<file path="src/rtl/counter_pkg.sv">
// Shared types for the counter_mod_nbit timer/counter family.
package counter_pkg;

  typedef enum logic [1:0] {
    CNT_WRAP    = 2'd0,
    CNT_SAT     = 2'd1,
    CNT_ONESHOT = 2'd2
  } cnt_mode_e;

endpackage

</file>
<file path="src/rtl/counter_prescaler.sv">
// Enable prescaler: emits one step per PRESCALE enable-high cycles.
// Instantiated by counter_mod_nbit only when COUNTER_PRESCALE_EN is defined.
module counter_prescaler #(
  parameter int PRESCALE = 4
) (
  input  logic clk,
  input  logic rst,
  input  logic enable,
  input  logic clr,
  output logic step
);

  // PRESCALE=1 keeps a 1-bit register pinned at 0, so step degenerates to enable.
  localparam int PW = (PRESCALE > 1) ? $clog2(PRESCALE) : 1;
  localparam logic [PW-1:0] LAST = PW'(PRESCALE - 1);

  logic [PW-1:0] pre;

  assign step = enable && (pre == LAST);

  always_ff @(posedge clk) begin
    if (rst || clr)  pre <= '0;
    else if (enable) pre <= step ? '0 : pre + PW'(1);
  end

endmodule

</file>
<file path="src/rtl/counter_mod_nbit.sv">
// Parametrised up/down modulo counter with wrap, saturate and one-shot modes.
// Optional enable prescaler under macro COUNTER_PRESCALE_EN.
module counter_mod_nbit
  import counter_pkg::*;
#(
  parameter int          WIDTH    = 8,
  parameter int unsigned MAX_VAL  = (2**WIDTH) - 1,
  parameter int          PRESCALE = 4
) (
  input  logic             clk,
  input  logic             rst,
  input  logic             enable,
  input  logic             up,
  input  logic [1:0]       mode,
  input  logic             clear,
  input  logic             load,
  input  logic [WIDTH-1:0] load_value,
  output logic [WIDTH-1:0] count,
  output logic             tc,
  output logic             running
);

  localparam logic [WIDTH-1:0] MAX_L = WIDTH'(MAX_VAL);

  if (WIDTH < 2 || WIDTH > 32) begin : g_bad_width
    $error("counter_mod_nbit: WIDTH must be 2..32");
  end
  if (MAX_VAL < 1 || (WIDTH < 32 && MAX_VAL > (2**WIDTH) - 1)) begin : g_bad_max
    $error("counter_mod_nbit: MAX_VAL out of range");
  end
  if (PRESCALE < 1) begin : g_bad_pre
    $error("counter_mod_nbit: PRESCALE must be >= 1");
  end

  logic step;

`ifdef COUNTER_PRESCALE_EN
  counter_prescaler #(.PRESCALE(PRESCALE)) u_prescaler (
    .clk    (clk),
    .rst    (rst),
    .enable (enable),
    .clr    (clear | load),
    .step   (step)
  );
`else
  assign step = enable;
`endif

  // Reserved encoding 3 decodes to WRAP.
  cnt_mode_e md;
  always_comb begin
    case (mode)
      2'd1:    md = CNT_SAT;
      2'd2:    md = CNT_ONESHOT;
      default: md = CNT_WRAP;
    endcase
  end

  logic             hit;
  logic [WIDTH-1:0] count_nxt;
  logic             run_nxt;

  assign hit = up ? (count == MAX_L) : (count == '0);
  assign tc  = step && hit && running && !clear && !load && !rst;

  always_comb begin
    count_nxt = count;
    // running only means anything in one-shot; elsewhere it is forced back to 1.
    run_nxt   = (md != CNT_ONESHOT) ? 1'b1 : running;
    if (step && !(md == CNT_ONESHOT && !running)) begin
      if (hit) begin
        case (md)
          CNT_WRAP:    count_nxt = up ? '0 : MAX_L;
          CNT_ONESHOT: run_nxt   = 1'b0;
          default:     count_nxt = count;
        endcase
      end else begin
        count_nxt = up ? count + WIDTH'(1) : count - WIDTH'(1);
      end
    end
  end

  always_ff @(posedge clk) begin
    if (rst) begin
      count   <= '0;
      running <= 1'b1;
    end else if (clear) begin
      count   <= '0;
      running <= 1'b1;
    end else if (load) begin
      count   <= (load_value > MAX_L) ? MAX_L : load_value;
      running <= 1'b1;
    end else begin
      count   <= count_nxt;
      running <= run_nxt;
    end
  end

endmodule

</file>
<file path="config.mk">
export PLATFORM = sky130hd
export DESIGN_NAME = counter_mod_nbit
export DESIGN_NICKNAME = d
export VERILOG_FILES = /design/src/rtl/counter_pkg.sv /design/src/rtl/counter_prescaler.sv /design/src/rtl/counter_mod_nbit.sv
export SDC_FILE = /design/constraint.sdc
export NUM_CORES = 1
export LEC_CHECK = 0
export ABC_AREA = 1
export CORE_MARGIN = 2
export CORE_UTILIZATION = 40
export DETAILED_ROUTE_END_ITERATION = 8
export MAX_ROUTING_LAYER = met4
export PLACE_DENSITY_LB_ADDON = 0.08
export SYNTH_ARGS = -nofsm -noshare
export SYNTH_HDL_FRONTEND = slang
export SYNTH_HIERARCHICAL = 1
export SYNTH_SLANG_ARGS = --single-unit
</file>
<file path="constraint.sdc">
create_clock -name clk -period 2.2 [get_ports clk]
set_input_delay 0.22 -clock clk [delete_from_list [all_inputs] [get_ports clk]]
set_output_delay 0.22 -clock clk [all_outputs]
set_load 0.005 [all_outputs]
</file>
==> impl_metrics.env, run 1 <==
export IMPL_cp_num_cells=7
export IMPL_ys_seq_elements=9
export IMPL_top_usage_layer="met2"
export IMPL_hold_depth=2
export IMPL_postSynth_asyncResetShare_pct=0
export IMPL_yosys_area_share_adder_pct=11.6
export IMPL_synthFlopType="dfxtp_1"
export IMPL_reg2reg_from="count[0]$_SDFFE_PP0P_"
export IMPL_die_w_um=52.2
export IMPL_cpPeakStageDelay_ps=510
export IMPL_drive_gt1_share_pct=13.8
export IMPL_timing_hold_ws_ps=529
export IMPL_grt_first_pass_wirelength_um=3960
export IMPL_crit_family="simple AND/OR/NAND/NOR gates"
export IMPL_ant_nets=0
export IMPL_num_antenna_cells=0
export IMPL_met2_usage_pct=31.9
export IMPL_synth_seq_area_share_pct=19.4
export IMPL_core_um2=2210
export IMPL_path_cells="nand2_1 > nor2_2 > nand3b_4 > nand2_4 > nand2_1 > nor2_1 > clkdlybuf4s50_1"
export IMPL_mappedNetlistArea_um2=931
export IMPL_power_leakage_nw=0.639
export IMPL_post_cts_setup_buffers=0
export IMPL_finalHoldViolations=0
export IMPL_synth_common_cells="43 x nand2_1, 38 x nor2_1, 19 x inv_1, 10 x a21oi_1, 9 x dfxtp_1"
export IMPL_ys_top_cells_by_area="dfxtp_1 19%, nand2_1 17%, nor2_1 15%, ha_1 9.4%, inv_1 7.7%"
export IMPL_drt_wl_total_um=2330
export IMPL_setup_worst_path_end_class="output pin"
export IMPL_ys_types=23
export IMPL_worst_path_max_fanout=8
export IMPL_met3_usage_pct=2.57
export IMPL_vias_per_cell=4.79
export IMPL_cts_buffers=3
export IMPL_maxSlewViolCount=0
export IMPL_synthXorXnorAreaFrac_pct=0
export IMPL_pre_cts_slack_ps=70.8
export IMPL_holdCritPathClass="reg -> reg"
export IMPL_grt_pass1_vias=925
export IMPL_drt_iter0_markers=16
export IMPL_die_area_um2=2730
export IMPL_final_nets=213
export IMPL_yosys_area_share_simple_pct=53.5
export IMPL_p_total_mw=0.530
export IMPL_ys_warn_count=6
export IMPL_synth_edf_count=0
export IMPL_cts_root_buffer="clkbuf_4"
export IMPL_whs_endpoint="running$_SDFF_PP1_"
export IMPL_start_kind="register"
export IMPL_syn_area_per_cell_um2=5.93
export IMPL_post_drt_wl_per_cell_um=10.8
export IMPL_fillers=240
export IMPL_finalSetupViolations=0
export IMPL_num_rows=17
export IMPL_ff2ff_path_depth=9
export IMPL_synth_top_area_cell="dfxtp_1"
export IMPL_reg2reg_slack_ps=560
export IMPL_max_slew_margin_pct=74.1
export IMPL_synth_most_common_cell="nand2_1"
export IMPL_synth_top_family_by_area="simple AND/OR/NAND/NOR gates"
export IMPL_htreeDepth=1
export IMPL_clkTransAtPathRegs_ps=70
export IMPL_dpl_hpwl_um=1870
export IMPL_area_delta_synth_final_pct=36.8
export IMPL_critical_path_arrival_ps=1860
export IMPL_overflow=0
export IMPL_use_met1_pct=26.6
export IMPL_antenna_found_initial=0
export IMPL_clk_path_buf_depth=2
export IMPL_portBuffers=25
export IMPL_crit_type="reg -> out"
export IMPL_vias=1034
export IMPL_grt_max_degree=11
export IMPL_synth_fp_nets=181
export IMPL_irDropWorstVdd_v=0.000302
export IMPL_critPathMostFrequentCell="nand2_1"
export IMPL_timing_fmax_ghz=0.480
export IMPL_r2r_end="count[4]$_SDFFE_PP0P_"
export IMPL_synth_top_area_share_pct=19.4
export IMPL_outcome="complete, no violations"
export IMPL_setup_slack_ps=116
export IMPL_worstMarginPinSlew_ps=388
export IMPL_synth_compound_area_share_pct=6.99
export IMPL_cts_sinks=9
export IMPL_tns_ps=0
export IMPL_routabilityCongestion=0.819
export IMPL_rsz0062_at_grt="false"
export IMPL_cts_tree="done"
export IMPL_crit_buf_inv=1
export IMPL_hp_start="running$_SDFF_PP1_"
export IMPL_period_share_pct=94.7
export IMPL_required_ps=1980
export IMPL_die_h_um=52.2
export IMPL_finClkSkew_ps=4.23
export IMPL_p_per_area_nw_per_um2=416
export IMPL_drc_errors=0
export IMPL_synthMuxAreaShare_pct=0
export IMPL_cpMaxStageDelayCell="clkdlybuf4s50_1"
export IMPL_ios=26
export IMPL_clk_latency_ps=260
export IMPL_dr_pass1_iters=4
export IMPL_start_util_pct=42.1
export IMPL_cap_violations=0
export IMPL_layout_min_cycle_time_ps=2080
export IMPL_syn_instance_count=157
export IMPL_gr_usage_all_layers_pct=20.2
==> worst min-delay path, delay by kind of cell, from the launching register on <==
| kind | cells | cell delay, ps |
|---|---|---|
| simple gates | 1 | 50 |
| compound gates | 1 | 80 |
| flops | 1 | 370 |
==> cell type report <==
class                   instances  area [um2]  share of cell area [%]
repair buffers                 28         273                    21.4
multi-input cells             127         678                    53.2
flip-flops and latches          9         186                    14.6
clock buffers                   4        26.3                    2.06
inverters                      20        75.1                    5.89
well taps                      28        35.0                    2.75
==> metrics by stage <==
step	util, %	cell area, um2	std cells
global placement	55.8	1230	212
detailed placement	55.8	1230	212
CTS	57.0	1260	216
floorplan	-	931	157
global route	57.6	1270	216
finish	57.6	1270	216
==> sequential cells by signal (all words and copies together) (netlist names) <==
| signal | flops |
|---|---|
| count | 8 |
| running | 1 |
==> kinds of logic after synthesis <==
logic type	after synthesis
and+or+nand+nor	106
buffers and inverters	21
AOI/OAI and AO/OA	13
DFF	9
adders and majority gates	8
==> layer usage <==
metal	share of wire (%)	vias up
met1	50	449
met3	4.2	4
met4	1.2	0
li1	-	557
met5	0	-
met2	45	24
==> power by group <==
part,internal [mW],total (mW),leakage (nW),switching (mW)
clock network,0.0701,0.136,0.0150,0.0662
logic,0.0989,0.207,0.548,0.109
registers,0.173,0.186,0.0758,0.0131
total,0.342,0.530,0.639,0.188
==> repair_timing <==
action                     in CTS  in global routing
hold buffers                    0                  0
setup endpoints to repair       0                  1
gates resized for setup         0                  7
==> cells in the final DEF (no fill, tap or decap), drive strengths merged, types with 3 or more instances in the layout <==
cell | synthesis | final
o21ai | 3 | 3
nand2 | 47 | 47
clkdlybuf4s50 | 0 | 25
inv | 20 | 20
nand3 | 9 | 9
clkbuf | 0 | 4
dfxtp | 9 | 9
nor2 | 42 | 42
a21oi | 10 | 10
buf | 1 | 3
ha | 7 | 7
==> worst max path at each step <==
stage	startpoint	endpoint	slack [ps]
2_1_floorplan	up	count[4]$_SDFFE_PP0P_	700
3_3_place_gp	up	count[4]$_SDFFE_PP0P_	110
3_5_place_dp	up	count[4]$_SDFFE_PP0P_	70
4_1_cts	count[1]$_SDFFE_PP0P_	tc	80
5_1_grt	count[6]$_SDFFE_PP0P_	tc	0.6
6_report	count[6]$_SDFFE_PP0P_	tc	120
No activity file was read; power rests on OpenSTA's default activity.
==> run 2: changes to the inputs <==
--- a/config.mk
+++ b/config.mk
@@ -6,6 +6,7 @@
 export NUM_CORES = 1
 export LEC_CHECK = 0
 export ABC_AREA = 1
+export CAP_MARGIN = 10
 export CORE_MARGIN = 2
 export CORE_UTILIZATION = 40
 export DETAILED_ROUTE_END_ITERATION = 8
==> results of run 2 <==
Final layout, timing and power as in run 1 (identical DEF).
